===== config.mk =====
export PLATFORM = sky130hd
export DESIGN_NAME = ads1115_scan_sequencer
export DESIGN_NICKNAME = d
export VERILOG_FILES = /design/src/rtl/ads1115_scan_sequencer.sv
export SDC_FILE = /design/constraint.sdc
export NUM_CORES = 1
export LEC_CHECK = 0
export BUFFER_PORTS_ARGS = -buffer_cell sky130_fd_sc_hd__buf_2
export CAP_MARGIN = 20
export CORE_AREA = 2 2 98 100
export CTS_BUF_LIST = sky130_fd_sc_hd__clkbuf_2
export DETAILED_ROUTE_END_ITERATION = 10
export DIE_AREA = 0 0 100 102
export PLACE_DENSITY = 0.73
export SYNTH_ARGS = -nofsm -noshare
export SYNTH_HDL_FRONTEND = slang
export SYNTH_SLANG_ARGS = --single-unit

===== constraint.sdc =====
create_clock -name clk -period 6.3 [get_ports clk]
set_input_delay 1.26 -clock clk [delete_from_list [all_inputs] [get_ports clk]]
set_output_delay 1.26 -clock clk [all_outputs]
set_load 0.01 [all_outputs]

===== src/rtl/ads1115_scan_sequencer.sv =====
// Round-robin ADS1115 single-ended scanner driving a byte-level I2C master.
// Define ADS_SCAN_OS_POLL_EN to replace the fixed conversion wait with OS-bit polling.
module ads1115_scan_sequencer #(
  parameter logic [6:0]  I2C_ADDR    = 7'b1001000,
  parameter logic [2:0]  PGA         = 3'b010,
  parameter logic [2:0]  DR          = 3'b100,
  parameter int unsigned WAIT_CYCLES = 400000
) (
  input  logic        clk,
  input  logic        rst,
  input  logic        enable,
  input  logic [3:0]  chan_mask,
  output logic        cmd_valid,
  input  logic        cmd_ready,
  output logic        cmd_start,
  output logic        cmd_stop,
  output logic        cmd_read,
  output logic        cmd_nack,
  output logic [7:0]  cmd_wdata,
  input  logic        rsp_valid,
  input  logic [7:0]  rsp_data,
  input  logic        rsp_ack_err,
  output logic [15:0] data_out,
  output logic [1:0]  data_ch,
  output logic        data_valid,
  output logic        err,
  output logic        busy
);
  localparam logic [31:0] WAIT_LAST = 32'(WAIT_CYCLES - 1);
  localparam logic [7:0]  ADDR_WR   = {I2C_ADDR, 1'b0};
  localparam logic [7:0]  ADDR_RD   = {I2C_ADDR, 1'b1};

  typedef enum logic [2:0] {
    S_IDLE,
    S_SELECT,
    S_CFG_WR,
`ifdef ADS_SCAN_OS_POLL_EN
    S_POLL,
`else
    S_WAIT,
`endif
    S_PTR_WR,
    S_RD,
    S_STORE
  } state_t;

  state_t      state_q, state_d;
  logic [1:0]  step_q, step_d;
  logic [1:0]  last_ch_q, last_ch_d;
  logic [1:0]  cur_ch_q, cur_ch_d;
  logic        cmd_valid_q, cmd_valid_d;
  logic        pend_q, pend_d;
  logic [7:0]  msb_q, msb_d;
  logic [31:0] cnt_q, cnt_d;
  logic [15:0] data_out_q, data_out_d;
  logic [1:0]  data_ch_q, data_ch_d;
  logic        data_valid_q, data_valid_d;
  logic        err_q, err_d;
  logic [1:0]  pick, idx;
  logic        found, rsp_ok, cont, is_cmd, abandon, hold;

`ifdef ADS_SCAN_OS_POLL_EN
  localparam logic [31:0] POLL_GAP_LAST = 32'd999;
  logic [31:0] tot_q, tot_d;
  logic        gap_q, gap_d;
  assign hold = gap_q;
`else
  assign hold = 1'b0;
`endif

  // Next enabled channel after the last one converted, wrapping 3 -> 0.
  always_comb begin
    pick  = last_ch_q;
    found = 1'b0;
    idx   = '0;
    for (int unsigned i = 1; i <= 4; i++) begin
      idx = last_ch_q + 2'(i);
      if (!found && chan_mask[idx]) begin
        pick  = idx;
        found = 1'b1;
      end
    end
  end

  always_comb begin
    cmd_start = 1'b0;
    cmd_stop  = 1'b0;
    cmd_read  = 1'b0;
    cmd_nack  = 1'b0;
    cmd_wdata = '0;
    case (state_q)
      S_CFG_WR: begin
        case (step_q)
          2'd0:    begin cmd_start = 1'b1; cmd_wdata = ADDR_WR; end
          2'd1:    cmd_wdata = 8'h01;
          2'd2:    cmd_wdata = {1'b1, 1'b1, cur_ch_q, PGA, 1'b1};
          default: begin cmd_wdata = {DR, 5'b00011}; cmd_stop = 1'b1; end
        endcase
      end
      S_PTR_WR: begin
        if (step_q == 2'd0) begin
          cmd_start = 1'b1;
          cmd_wdata = ADDR_WR;
        end else begin
          cmd_wdata = 8'h00;
          cmd_stop  = 1'b1;
        end
      end
`ifdef ADS_SCAN_OS_POLL_EN
      S_RD, S_POLL: begin
`else
      S_RD: begin
`endif
        case (step_q)
          2'd0:    begin cmd_start = 1'b1; cmd_wdata = ADDR_RD; end
          2'd1:    cmd_read = 1'b1;
          default: begin cmd_read = 1'b1; cmd_nack = 1'b1; cmd_stop = 1'b1; end
        endcase
      end
      default: ;
    endcase
  end

  always_comb begin
    state_d      = state_q;
    step_d       = step_q;
    last_ch_d    = last_ch_q;
    cur_ch_d     = cur_ch_q;
    cmd_valid_d  = cmd_valid_q;
    pend_d       = pend_q;
    msb_d        = msb_q;
    cnt_d        = cnt_q;
    data_out_d   = data_out_q;
    data_ch_d    = data_ch_q;
    data_valid_d = 1'b0;
    err_d        = 1'b0;
    abandon      = 1'b0;
`ifdef ADS_SCAN_OS_POLL_EN
    tot_d        = tot_q;
    gap_d        = gap_q;
`endif
    rsp_ok = pend_q && rsp_valid;
    cont   = enable && (chan_mask != '0);
    is_cmd = (state_q == S_CFG_WR) || (state_q == S_PTR_WR) || (state_q == S_RD)
`ifdef ADS_SCAN_OS_POLL_EN
             || (state_q == S_POLL)
`endif
             ;

    // A response in the handshake cycle is dropped: pend_q only rises after it.
    if (is_cmd && !hold) begin
      if (!cmd_valid_q && !pend_q) begin
        cmd_valid_d = 1'b1;
      end else if (cmd_valid_q && cmd_ready) begin
        cmd_valid_d = 1'b0;
        pend_d      = 1'b1;
      end
    end

    case (state_q)
      S_IDLE: if (cont) state_d = S_SELECT;
      S_SELECT: begin
        if (found) begin
          cur_ch_d  = pick;
          last_ch_d = pick;
          state_d   = S_CFG_WR;
        end else begin
          state_d = S_IDLE;
        end
      end
      S_CFG_WR: begin
        if (rsp_ok) begin
          pend_d = 1'b0;
          if (rsp_ack_err) begin
            abandon = 1'b1;
          end else if (step_q == 2'd3) begin
`ifdef ADS_SCAN_OS_POLL_EN
            state_d = S_POLL;
            tot_d   = '0;
            gap_d   = 1'b0;
`else
            state_d = S_WAIT;
`endif
            cnt_d = '0;
          end else begin
            step_d      = step_q + 2'd1;
            cmd_valid_d = 1'b1;
          end
        end
      end
`ifdef ADS_SCAN_OS_POLL_EN
      S_POLL: begin
        tot_d = tot_q + 32'd1;
        if (gap_q) begin
          if (tot_q >= WAIT_LAST) begin
            abandon = 1'b1;
          end else if (cnt_q == POLL_GAP_LAST) begin
            gap_d       = 1'b0;
            cnt_d       = '0;
            step_d      = '0;
            cmd_valid_d = 1'b1;
          end else begin
            cnt_d = cnt_q + 32'd1;
          end
        end else if (rsp_ok) begin
          pend_d = 1'b0;
          if (step_q == 2'd0) begin
            if (rsp_ack_err) abandon = 1'b1;
            else begin step_d = 2'd1; cmd_valid_d = 1'b1; end
          end else if (step_q == 2'd1) begin
            msb_d       = rsp_data;
            step_d      = 2'd2;
            cmd_valid_d = 1'b1;
          end else if (msb_q[7]) begin
            state_d = S_PTR_WR;
          end else begin
            gap_d = 1'b1;
            cnt_d = '0;
          end
        end
      end
`else
      S_WAIT: begin
        if (cnt_q == WAIT_LAST) begin
          state_d = S_PTR_WR;
          cnt_d   = '0;
        end else begin
          cnt_d = cnt_q + 32'd1;
        end
      end
`endif
      S_PTR_WR: begin
        if (rsp_ok) begin
          pend_d = 1'b0;
          if (rsp_ack_err) abandon = 1'b1;
          else if (step_q == 2'd1) state_d = S_RD;
          else begin step_d = 2'd1; cmd_valid_d = 1'b1; end
        end
      end
      S_RD: begin
        if (rsp_ok) begin
          pend_d = 1'b0;
          if (step_q == 2'd0) begin
            if (rsp_ack_err) abandon = 1'b1;
            else begin step_d = 2'd1; cmd_valid_d = 1'b1; end
          end else if (step_q == 2'd1) begin
            msb_d       = rsp_data;
            step_d      = 2'd2;
            cmd_valid_d = 1'b1;
          end else begin
            data_out_d   = {msb_q, rsp_data};
            data_ch_d    = cur_ch_q;
            data_valid_d = 1'b1;
            state_d      = S_STORE;
          end
        end
      end
      S_STORE: state_d = cont ? S_SELECT : S_IDLE;
      default: state_d = S_IDLE;
    endcase

    if (abandon) begin
      err_d       = 1'b1;
      pend_d      = 1'b0;
      cmd_valid_d = 1'b0;
      state_d     = cont ? S_SELECT : S_IDLE;
    end
    if (state_d != state_q) step_d = '0;
  end

  always_ff @(posedge clk or posedge rst) begin
    if (rst) begin
      state_q      <= S_IDLE;
      step_q       <= '0;
      last_ch_q    <= 2'd3;
      cur_ch_q     <= '0;
      cmd_valid_q  <= 1'b0;
      pend_q       <= 1'b0;
      msb_q        <= '0;
      cnt_q        <= '0;
      data_out_q   <= '0;
      data_ch_q    <= '0;
      data_valid_q <= 1'b0;
      err_q        <= 1'b0;
`ifdef ADS_SCAN_OS_POLL_EN
      tot_q        <= '0;
      gap_q        <= 1'b0;
`endif
    end else begin
      state_q      <= state_d;
      step_q       <= step_d;
      last_ch_q    <= last_ch_d;
      cur_ch_q     <= cur_ch_d;
      cmd_valid_q  <= cmd_valid_d;
      pend_q       <= pend_d;
      msb_q        <= msb_d;
      cnt_q        <= cnt_d;
      data_out_q   <= data_out_d;
      data_ch_q    <= data_ch_d;
      data_valid_q <= data_valid_d;
      err_q        <= err_d;
`ifdef ADS_SCAN_OS_POLL_EN
      tot_q        <= tot_d;
      gap_q        <= gap_d;
`endif
    end
  end

  assign cmd_valid  = cmd_valid_q;
  assign data_out   = data_out_q;
  assign data_ch    = data_ch_q;
  assign data_valid = data_valid_q;
  assign err        = err_q;
  assign busy       = (state_q != S_IDLE);
endmodule

# Word level (Yosys, flattened, before mapping)
# Index checks and enable logic that the tools add are counted.
# word_totals
ff_bits	71
inputBits	18
word_cells	166
# op_classes
n_addsub	5
magnitude_cmp	4
eq_ne	23
muxes	91
n_bitwise	2
n_reduce_logical	29
# ops
operator	count
$mux W32	4
$pmux W32 S2	1
$pmux W8 S3	2
$mux W1	45
$mux W3	12
$add A32 B1 Y32 const B	1
$eq A32 B19 Y1 const B	1
$mux W2	16
$ne A3 B2 Y1 const B	7
$pmux W3 S7	1
$mux W8	2
$lt A2 B3 Y1 const B	4
$reduce_and A4 Y1	3
$reduce_and A10 Y1	1
$eq A3 B3 Y1 const B	3
$bmux W1 S2	4
$reduce_bool A4 Y1	2
$logic_and A1 B1 Y1	7
$eq A3 B2 Y1 const B	2
$pmux W1 S3	2
$pmux W2 S3	1
$reduce_or A3 Y1	2
$logic_not A1 Y1	5
$add A2 B1 Y2 const B	2
18 further kinds	24

# Depth between registers and ports, before layout
# logic_depth
depth_word	19
ltp_mapped	9
ltp_nobuf	9

# Least setup slack after synthesis
# OpenSTA, ideal clock, no wires.
# synth_timing
path_type	input -> register
start	input chan_mask[2]
end	register step_q[0]
setup_time_ns	0.079
arrival_ns	2.579
required_ns	6.221
path_slack_ns	3.642
path_stages	6
path_buffers	0
path_cell_list	or4_4 > a21oi_1 > o21bai_1 > o311ai_4 > nand3_1 > mux2i_1
# synth_between
elab_chain_len	18
# synth_lines
item	line_no	rtl
start: declaration	12	input logic [3:0] chan_mask,
$bmux W1 S2	78	if (!found && chan_mask[idx]) begin
$mux W1 (not written as such)	78	
$mux W1	78	
$logic_not A1 Y1	78	
$logic_and A1 B1 Y1	78	
$mux W1	78	
$logic_not A1 Y1	78	
$logic_and A1 B1 Y1	78	
(+2 left out)	-	
$logic_and A1 B1 Y1	78	
$mux W1	78	
$mux W2	163	if (found) begin
$pmux W3 S7	160	case (state_q)
$mux W3 *	262	if (abandon) begin
$ne A3 B3 Y1 *	268	if (state_d != state_q) step_d = '0;
$ne A4 B1 Y1 (no source line), or another cell as far along	-	
$reduce_and A10 Y1 (no source line)	-	
end signal: assignment	291	step_q <= step_d;
end: declaration	48	logic [1:0] step_q, step_d;
# Every way passes the cells marked *; elsewhere a longest branch is shown, timed or not. The select of a mux whose other input is x is not followed.
# A chain may end at the register's enable or synchronous reset.

# Final worst setup path
# layout_timing
start	register state_q[1]
end	output cmd_start
# layout_between
elab_chain_len	3
# layout_lines
item	line_no	rtl
start: declaration	47	state_t state_q, state_d;
start signal: assignment	290	state_q <= state_d;
$eq A3 B2 Y1 / $eq A3 B3 Y1 (equally long branches)	91	case (state_q)
$reduce_or A3 Y1 (no source line) *	-	
$mux W1 *	-	
end: declaration	15	output logic cmd_start,
# Every way passes the cells marked *; elsewhere a longest branch is shown, timed or not.

==> flow_metrics.tcl <==
set metrics [dict create \
    vias_per_cell 5.42 \
    start_util 0.421 \
    slew_headroom 0.424 \
    fillers 848 \
    p_int_uw 782 \
    maxCapViolations 0 \
    dpl_cell_area_um2 4160 \
    clock_skew_ns 0.0199 \
    power.leakage_nw 2.13 \
    finalSetupViolCount 0 \
    clk_latency_ns 0.51 \
    min_period_ns 3.38 \
    rsz0062_at_grt "no" \
    crit_type "reg2out" \
    synth.distinct_cells 66 \
    globalRouteOverflowTotal 0 \
    synth_area_leaders "dfrtp_1, mux2_2, xor2_1" \
    clock_power_share 0.242 \
    power.switching_uw 435 \
    fmaxAchievable_mhz 296 \
    worstMarginPinSlew_ns 0.863 \
    syn_avg_cell_area_um2 10.6 \
    power.density_nw_per_um2 283 \
    drt_iter0_drc 148 \
    cts.sinks 71 \
    irDropWorstVdd_uv 153 \
    crit_fanout 18 \
    fin_area_um2 4300 \
    mostFrequentLayoutCells "dfrtp_1, buf_2, nor2_1" \
    reg2reg_setup_slack_ns 3.72 \
    hold_path_class "reg2reg" \
    tns_ns 0 \
    synth_top_cell_by_area "dfrtp_1" \
    ys_async_sr_fraction 1.00 \
    die_w_um 100 \
    crit_path_end "cmd_start" \
    reg2regPathDepth 7 \
    rows 35 \
    finalWorstSetupSlack_ns 2.92 \
    io_buffer_count 50 \
    syn_area_um2 3830 \
    area_delta_synth_final_pct 12.2 \
    dp_hpwl_mm 5.48 \
    ys_warn_count 0 \
    ioPinCount 52 \
    grt_pass1_vias 2817 \
    die-area_um2 10200 \
    root_buffer "clkbuf_2" \
    crit_start "state_q[1]" \
    synth_edf_count 0 \
    clk_pin_slew_ns 0.19 \
    tritoncts "built" \
    ctsResizeCount 0 \
    routed_wl_mm 7.66 \
    rr_endpoint "cnt_q[31]" \
    htree_num_levels 3 \
    dp_slack_ns 3.35 \
    critPathLaunchType "flip-flop" \
    finalMaxSlewViolations 0 \
    final_hold_viol_count 0 \
    fin_nets 434 \
    grt_max_degree 72 \
    ys_seq_elements 71 \
    worst_setup_path_end_kind "output port" \
    rr_startpoint "cnt_q[7]" \
    layout_commonest_cell "dfrtp_1" \
    numCtsBuffers 9 \
    vias 2849 \
    die_y_um 102 \
    drt-pass1-iter-count 4 \
    clockBufferDepth 2 \
    synth-main-ff-cell "dfrtp_1" \
    cts_hold_buf 0 \
    post-route-period-util 0.536 \
    drc 0 \
    synth_top_area_share 0.451 \
    p_seq_frac 0.469 \
    core_area_um2 9110 \
    ant_nets 0 \
    gp_congestion 0.856 \
    syn_inst 360 \
    worst_ep_arrival_time_ns 2.12 \
    swShare 0.358 \
    post_cts_buffers 0 \
    routedWlPerCell_um 14.6 \
    combPwrFrac 0.288 \
    layout-drive-gt1-share 0.292 \
    grt_pass1_wl_mm 12.8 \
    ys_seq_area_frac 0.464 \
    cp.required_ns 5.04 \
    outcome "finished clean" \
    antenna_found_initial 1 \
    grtUsageTotal 0.160 \
    synth_fp_nets 385 \
]
## worst max-delay path, stage by stage (launching register included)
cell     delay, ns
dfrtp_1       0.74
or3b_4        0.48
nand2_1       0.13
and2_1        0.13
buf_2         0.12
## flip-flops by register name (all words and copies together) (netlist names)
signal and cells:
data_ch 2, data_out 16, state_q 3, err 1, cnt_q 32, cur_ch_q 2, data_valid 1, step_q 2
cmd_valid 1, last_ch_q 2, msb_q 8, pend_q 1
## cell families after synthesis
group | after synthesis | share of synthesized area
XOR/XNOR | 29 | 0.0663
multiplexers | 29 | 0.0842
AO/OA/AOI/OAI | 43 | 0.0898
adder cells (fa/ha/maj) | 7 | 0.0229
other | 1 | 0.000978
buffers and inverters | 24 | 0.0336
flip-flops | 71 | 0.464
AND/OR/NAND/NOR | 156 | 0.238
## power groups by stage
stage / Clock, mW / Combinational, mW / Sequential [mW]
floorplan: 0 / 0.301 / 0.545
finish: 0.295 / 0.351 / 0.571
global placement: 0 / 0.343 / 0.577
detailed placement: 0 / 0.352 / 0.580
global route: 0.329 / 0.390 / 0.581
CTS: 0.308 / 0.352 / 0.571
## per-layer routing
layer | wire [um] | vias to the layer above | GRT usage
met2 | 3820 | 65 | 0.255
met1 | 3350 | 1388 | 0.204
met4 | 164 | 0 | 0.0674
met3 | 325 | 15 | 0.0479
met5 | 0 | - | 0
li1 | - | 1381 | -
## layout make-up
cell class | instances | area [um2] | area share
sequential | 71 | 1780 | 0.414
tap | 111 | 139 | 0.0323
multi-input combinational | 265 | 1930 | 0.449
timing repair buffer | 53 | 273 | 0.0634
antenna | 1 | 2.50 | 0.000582
clock inverter | 7 | 97.6 | 0.0227
inverter | 9 | 33.8 | 0.00786
clock buffer | 9 | 45.0 | 0.0105
## metrics by stage
step	total power, mW	utilization	hold WS, ns	instances
after global placement	0.920	0.456	0.473	509
final	1.22	0.472	0.501	526
after global routing	1.30	0.472	0.518	526
after CTS	1.23	0.472	0.505	525
after detailed placement	0.932	0.456	0.481	509
after floorplan	0.845	-	0.455	360
## how the worst min path moves through the flow
stage	slack, ns	endpoint	cells after the start	startpoint
detailed placement	0.48	last_ch_q[1]	2	last_ch_q[1]
global placement	0.47	last_ch_q[1]	2	last_ch_q[1]
CTS	0.51	last_ch_q[1]	2	last_ch_q[1]
finish	0.50	last_ch_q[1]	2	last_ch_q[1]
global route	0.52	last_ch_q[1]	2	last_ch_q[1]
floorplan	0.45	cur_ch_q[1]	2	cur_ch_q[1]
## Yosys cell counts, types with 2 or more instances
cell type and n:
clkbuf_2 2, buf_2 5, ha_1 7, mux2i_1 3, clkbuf_1 2, and2_1 5, a22oi_1 2, o21ai_1 3
and3_1 7, nor4_4 3, nor4_1 3, nor4b_2 2, mux2_2 26, buf_4 4, xor2_1 24, nor4_2 3
nand3b_1 4, buf_6 2, nor2b_1 7, dfrtp_1 69, nand3_1 18, nand4_1 6, nor2_1 40, dfstp_2 2
a21oi_1 4, and4_1 5, o21ai_0 10, a32oi_1 2, nand2_1 31, nor3_1 9, nand2b_1 3, o21bai_1 2
xnor2_1 5, inv_1 8
Note: power is estimated with default switching activity, not from simulation.
